**config.mk**
```make
export PLATFORM = sky130hd
export DESIGN_NAME = ahb_regbank_slave_flat
export DESIGN_NICKNAME = d
export VERILOG_FILES = /design/src/rtl/ahb_regbank_slave_if.sv /design/src/rtl/ahb_regbank_slave.sv /design/src/flat_wrapper.sv
export SDC_FILE = /design/constraint.sdc
export NUM_CORES = 1
export LEC_CHECK = 0
export BUFFER_PORTS_ARGS = -buffer_cell sky130_fd_sc_hd__buf_4
export CORE_ASPECT_RATIO = 0.7
export CORE_MARGIN = 2
export CORE_UTILIZATION = 60
export DETAILED_ROUTE_END_ITERATION = 6
export GPL_TIMING_DRIVEN = 0
export PLACE_DENSITY = 0.77
export SLEW_MARGIN = 20
export SYNTH_ARGS = -nofsm -noshare
export SYNTH_HDL_FRONTEND = slang
export SYNTH_SLANG_ARGS = --single-unit
```
**constraint.sdc**
```tcl
create_clock -name HCLK -period 5.27 [get_ports HCLK]
set_clock_uncertainty 0.1 [all_clocks]
set_input_delay 0.2635 -clock HCLK [delete_from_list [all_inputs] [get_ports HCLK]]
set_output_delay 0.2635 -clock HCLK [all_outputs]
set_load 0.05 [all_outputs]
```
**src/rtl/ahb_regbank_slave_if.sv**
```systemverilog
// ahb_regbank_slave_if: AHB-Lite bus signals between a master/output stage and the register-bank slave.
interface ahb_regbank_slave_if;
  logic        HSEL;
  logic [31:0] HADDR;
  logic [1:0]  HTRANS;
  logic        HWRITE;
  logic [2:0]  HSIZE;
  logic [3:0]  HPROT;
  logic        HREADY;
  logic [31:0] HWDATA;
  logic        HREADYOUT;
  logic        HRESP;
  logic [31:0] HRDATA;
  modport slave (
    input  HSEL, HADDR, HTRANS, HWRITE, HSIZE, HPROT, HREADY, HWDATA,
    output HREADYOUT, HRESP, HRDATA
  );
  modport master (
    output HSEL, HADDR, HTRANS, HWRITE, HSIZE, HPROT, HREADY, HWDATA,
    input  HREADYOUT, HRESP, HRDATA
  );
endinterface

```
**src/rtl/ahb_regbank_slave.sv**
```systemverilog
// ahb_regbank_slave: AHB-Lite bank of NUM_REGS 32-bit registers with optional wait states and two-cycle ERROR.
// Define AHB_REGBANK_PRIV_WRITE_EN to reject unprivileged writes (HPROT[1]=0).
module ahb_regbank_slave #(
  parameter int WAIT_STATES = 0,
  parameter int NUM_REGS    = 16
) (
  input  logic HCLK,
  input  logic HRESETn,
  ahb_regbank_slave_if.slave bus
);
  localparam int IW = $clog2(NUM_REGS);
  typedef enum logic [1:0] {IDLE, WAIT, ERR1, ERR2} state_t;
  state_t          state_q, state_d;
  logic [2:0]      cnt_q, cnt_d;
  logic [IW-1:0]   idx_q, idx_d;
  logic [3:0]      be_q, be_d, be;
  logic            wr_q, wr_d, vld_q, vld_d;
  logic [31:0]     regs_q [NUM_REGS];
  logic            open_win, accept, err, priv_err, commit;
  logic            unused_ok;
  assign unused_ok = ^{bus.HADDR[31:12], bus.HTRANS[0], bus.HPROT};
`ifdef AHB_REGBANK_PRIV_WRITE_EN
  assign priv_err = bus.HWRITE && !bus.HPROT[1];
`else
  assign priv_err = 1'b0;
`endif
  // The last WAIT cycle is treated like IDLE so a queued address phase is not delayed.
  assign open_win = state_q == IDLE || state_q == ERR2 || (state_q == WAIT && cnt_q == 3'd0);
  assign accept   = open_win && bus.HSEL && bus.HTRANS[1] && bus.HREADY;
  assign err      = bus.HADDR[11:2] >= 10'(NUM_REGS) || bus.HSIZE > 3'd2 ||
                    (bus.HSIZE == 3'd2 && bus.HADDR[1:0] != 2'd0) ||
                    (bus.HSIZE == 3'd1 && bus.HADDR[0]) || priv_err;
  assign be       = bus.HSIZE == 3'd0 ? 4'b0001 << bus.HADDR[1:0] :
                    bus.HSIZE == 3'd1 ? (bus.HADDR[1] ? 4'b1100 : 4'b0011) : 4'b1111;
  assign commit   = state_q == IDLE && vld_q && wr_q;
  assign bus.HREADYOUT = state_q == IDLE || state_q == ERR2;
  assign bus.HRESP     = state_q == ERR1 || state_q == ERR2;
  assign bus.HRDATA    = (vld_q && !wr_q) ? regs_q[idx_q] : 32'd0;
  always_comb begin
    state_d = state_q;
    cnt_d   = cnt_q;
    idx_d   = idx_q;
    be_d    = be_q;
    wr_d    = wr_q;
    vld_d   = vld_q;
    if (state_q == ERR1) begin
      state_d = ERR2;
    end else if (state_q == WAIT && cnt_q != 3'd0) begin
      cnt_d = cnt_q - 3'd1;
    end else if (accept) begin
      idx_d   = bus.HADDR[2 +: IW];
      be_d    = be;
      wr_d    = bus.HWRITE;
      vld_d   = !err;
      state_d = err ? ERR1 : (WAIT_STATES > 0 ? WAIT : IDLE);
      cnt_d   = (!err && WAIT_STATES > 0) ? 3'(WAIT_STATES - 1) : 3'd0;
    end else begin
      state_d = IDLE;
      cnt_d   = 3'd0;
      vld_d   = state_q == WAIT ? vld_q : 1'b0;
    end
  end
  always_ff @(posedge HCLK or negedge HRESETn) begin
    if (!HRESETn) begin
      state_q <= IDLE;
      cnt_q   <= '0;
      idx_q   <= '0;
      be_q    <= '0;
      wr_q    <= 1'b0;
      vld_q   <= 1'b0;
    end else begin
      state_q <= state_d;
      cnt_q   <= cnt_d;
      idx_q   <= idx_d;
      be_q    <= be_d;
      wr_q    <= wr_d;
      vld_q   <= vld_d;
    end
  end
  always_ff @(posedge HCLK or negedge HRESETn) begin
    if (!HRESETn) begin
      for (int i = 0; i < NUM_REGS; i++) regs_q[i] <= '0;
    end else if (commit) begin
      for (int b = 0; b < 4; b++) if (be_q[b]) regs_q[idx_q][8*b +: 8] <= bus.HWDATA[8*b +: 8];
    end
  end
endmodule

```
**src/flat_wrapper.sv**
```systemverilog
// flat-port wrapper written by rule: the top's interface ports become plain ports
module ahb_regbank_slave_flat 
#(
  parameter int WAIT_STATES = 0,
  parameter int NUM_REGS    = 16
)
  (HCLK, HRESETn, bus_HSEL, bus_HADDR, bus_HTRANS, bus_HWRITE, bus_HSIZE, bus_HPROT, bus_HREADY, bus_HWDATA, bus_HREADYOUT, bus_HRESP, bus_HRDATA);
  ahb_regbank_slave_if bus_i ();
  input  logic HCLK;
  input  logic HRESETn;
  input wire logic [$bits(bus_i.HSEL)-1:0] bus_HSEL;
  input wire logic [$bits(bus_i.HADDR)-1:0] bus_HADDR;
  input wire logic [$bits(bus_i.HTRANS)-1:0] bus_HTRANS;
  input wire logic [$bits(bus_i.HWRITE)-1:0] bus_HWRITE;
  input wire logic [$bits(bus_i.HSIZE)-1:0] bus_HSIZE;
  input wire logic [$bits(bus_i.HPROT)-1:0] bus_HPROT;
  input wire logic [$bits(bus_i.HREADY)-1:0] bus_HREADY;
  input wire logic [$bits(bus_i.HWDATA)-1:0] bus_HWDATA;
  output wire logic [$bits(bus_i.HREADYOUT)-1:0] bus_HREADYOUT;
  output wire logic [$bits(bus_i.HRESP)-1:0] bus_HRESP;
  output wire logic [$bits(bus_i.HRDATA)-1:0] bus_HRDATA;
  assign bus_i.HSEL = bus_HSEL;
  assign bus_i.HADDR = bus_HADDR;
  assign bus_i.HTRANS = bus_HTRANS;
  assign bus_i.HWRITE = bus_HWRITE;
  assign bus_i.HSIZE = bus_HSIZE;
  assign bus_i.HPROT = bus_HPROT;
  assign bus_i.HREADY = bus_HREADY;
  assign bus_i.HWDATA = bus_HWDATA;
  assign bus_HREADYOUT = bus_i.HREADYOUT;
  assign bus_HRESP = bus_i.HRESP;
  assign bus_HRDATA = bus_i.HRDATA;
  ahb_regbank_slave #(.WAIT_STATES(WAIT_STATES), .NUM_REGS(NUM_REGS)) u_core (.HCLK(HCLK), .HRESETn(HRESETn), .bus(bus_i));
endmodule
```
==> impl_metrics.yaml <==
floorplanning:
  fp.dieH_um: 172
  placementRows: 61
  start_util: 0.609
  die_area_um2: 41900
  die_w_um: 244
  core_um2: 39700
  io_pins: 112
drt:
  drc: 0
  dr_total_vias: 15274
  dr.first_iter.drc_count: 1112
  via_per_inst: 6.44
  wl_um: 64700
  wl_per_cell_um: 27.3
  ant_nets: 0
  first_pass_iters: 5
sta:
  fin_crit_ns: 3.82
  relSlewSlack: 0.155
  period_share: 0.725
  final_max_slew_viol_count: 0
  hold_viol: 0
  tightest_slew_ns: 1.27
  maxClockFrequency_mhz: 262
  setup_viol: 0
  rsz0062_at_grt: "false"
global_route:
  grt-ovfl-total: 0
  grt_pass1_wl_um: 98200
  antenna_found_initial: 1
  grt_max_degree: 98
  grtUsageTotal: 0.318
  grt_pass1_vias: 16076
cells_and_area:
  drive_above_1_share: 0.475
  nFillCells: 2728
  final_nets: 1885
  finalNonFillerCells: 2372
  final_common_cell: "mux2_2"
  layout_common_cells: "mux2_2 (564), dfrtp_1 (527), buf_4 (95)"
  syn2layout_area_growth_pct: 14.8
  utilization: 0.699
pwr:
  ir_drop_uv: 332
  p_leak_nw: 12.2
  p_per_area_nw_per_um2: 399
placement:
  place.detailed.hpwl_um: 42800
  io_buffer_count: 86
  place_inst: 2239
  place_congestion: 0.914
logic_synthesis:
  yosys_warnings: 0
  ys_types: 42
  syn-num-nets: 1696
  seq_area_frac_synth: 0.546
  synth-seq-cells: 527
  syn-instance-count: 1612
  syn-cell-area_um2: 24200
  avgSynthCellArea_um2: 15.0
cts:
  cts_root_buf: "clkbuf_16"
  cts.clk_slew.worst_paths_ns: 0.07
  cts_max_level: 2
  clock_latency_ns: 0.57
  clockBufferDepth: 3
  cts_buffers: 49
  cts_tree: "done"
  cts_sinks: 527
  postCtsSetupRepairBufs: 0
outcome:
  status: "completed"
job:
  drv_cap: 0
critical_path:
  crit_path_max_fanout: 10
  reg2reg_slack_ns: 2.47
  r2r_end: "u_core.regs_q[109]"
  r2r_cells: 5
  required_ns: 4.91
  arrival_ns: 3.46
  start_kind: "flop"
  r2r-start: "u_core.idx_q[2]"
  crit_path_end_kind: "primary output"
  critPathKind: "reg -> out"
min_path:
  min_to: "u_core.be_q[2]"
  min_path_cells: 4
  hp-start: "bus_HSIZE[0]"
  min_path_type: "in -> reg"
==> where the power goes <==
group	total [mW]	internal, mW	switching (mW)
logic	3.18	1.25	1.92
clock network	3.56	2.04	1.52
registers	4.34	4.22	0.115
==> sequential cells by signal, summed over array words and instances (netlist names) <==
register	cells
u_core.cnt_q	3
u_core.be_q	4
u_core.vld_q	1
u_core.state_q	2
u_core.regs_q	512
u_core.idx_q	4
u_core.wr_q	1
==> cells in the mapped netlist (all sizes together) <==
| cell type | instances | area share |
|---|---|---|
| nor2b | 3 | 0.00078 |
| o21ai | 34 | 0.0070 |
| clkbuf | 57 | 0.0089 |
| inv | 7 | 0.0011 |
| nand2b | 7 | 0.0018 |
| o22ai | 1 | 0.00026 |
| o211ai | 1 | 0.00031 |
| nor2 | 29 | 0.012 |
| and3 | 2 | 0.00052 |
| buf | 40 | 0.0092 |
| a21o | 3 | 0.00093 |
| o21a | 2 | 0.00062 |
| or3 | 1 | 0.00026 |
| a22o | 1 | 0.00036 |
| nand4 | 1 | 0.00088 |
| a22oi | 64 | 0.020 |
| a21oi | 1 | 0.00021 |
| a211oi | 2 | 0.00062 |
| nor4 | 3 | 0.0013 |
| a31oi | 2 | 0.00052 |
| or2 | 6 | 0.0016 |
| and2 | 4 | 0.0010 |
| o31ai | 2 | 0.00062 |
| o221ai | 32 | 0.012 |
| nand2 | 55 | 0.0092 |
| dfrtp | 527 | 0.55 |
| mux2 | 582 | 0.27 |
| nand3 | 1 | 0.00021 |
| ha | 6 | 0.0031 |
| mux2i | 64 | 0.027 |
| nor3 | 8 | 0.0017 |
| mux4 | 64 | 0.060 |
==> worst max path at each step <==
stage	depth (start not counted)	slack [ns]	from	end
2_1_floorplan	6	2.50	u_core.idx_q[0]	bus_HRDATA[0]
3_3_place_gp	1	-1.56	HRESETn	u_core.regs_q[22]
3_5_place_dp	7	2.11	u_core.idx_q[1]	bus_HRDATA[18]
4_1_cts	7	1.51	u_core.idx_q[0]	bus_HRDATA[17]
5_1_grt	7	1.33	u_core.idx_q[0]	bus_HRDATA[17]
6_report	7	1.45	u_core.idx_q[0]	bus_HRDATA[17]
==> critical path, cell delays in order (launching register included) <==
cell,delay [ns]
dfrtp_1,0.44
buf_2,0.20
buf_2,0.33
nand2_1,0.25
clkbuf_1,0.77
o221ai_1,0.24
o21ai_0,0.38
buf_4,0.27
==> timing repair <==
action                                 in CTS  in global routing
gates resized for setup                     0                  0
endpoints found under the hold margin     328                  0
hold buffers                               46                  0
==> logic make-up after synthesis <==
family | Yosys count | synth area share
multiplexers | 710 | 0.357
flip-flops | 527 | 0.546
AO/OA/AOI/OAI | 145 | 0.0430
AND/OR/NAND/NOR | 120 | 0.0313
buffers and inverters | 104 | 0.0192
adder cells (fa/ha/maj) | 6 | 0.00311
==> through the flow <==
stage	setup slack, ns	hold WS, ns	total power, mW	TNS [ns]	instance area, um2
2_1_floorplan	2.50	-0.132	6.35	0	24200
3_3_place_gp	-1.56	0.363	7.39	-775.84	25500
3_5_place_dp	2.11	0.0786	7.48	0	25600
4_1_cts	1.51	0.00990	11.1	0	27700
5_1_grt	1.33	0.0486	11.5	0	27700
6_report	1.45	0.0315	11.1	0	27700
==> area by class of cell <==
class / count / area [um2] / share of cell area
clock buffer: 79 / 1580 / 0.0570
clock inverter: 7 / 41.3 / 0.00149
sequential: 527 / 13200 / 0.475
timing repair buffer: 138 / 1280 / 0.0461
multi-input combinational: 981 / 10500 / 0.379
inverter: 7 / 26.3 / 0.000947
antenna: 1 / 2.50 / 0.0000902
buffer: 97 / 442 / 0.0159
tap: 535 / 669 / 0.0241
==> layer usage <==
metal	vias up	wire, um	GRT usage	share of wire
met4	0	2930	0.141	0.045
met5	-	0	0	0
met1	8184	28400	0.443	0.44
li1	6413	-	-	-
met2	528	28500	0.475	0.44
met3	149	4870	0.0833	0.075
(Power assumes the default switching activity.)
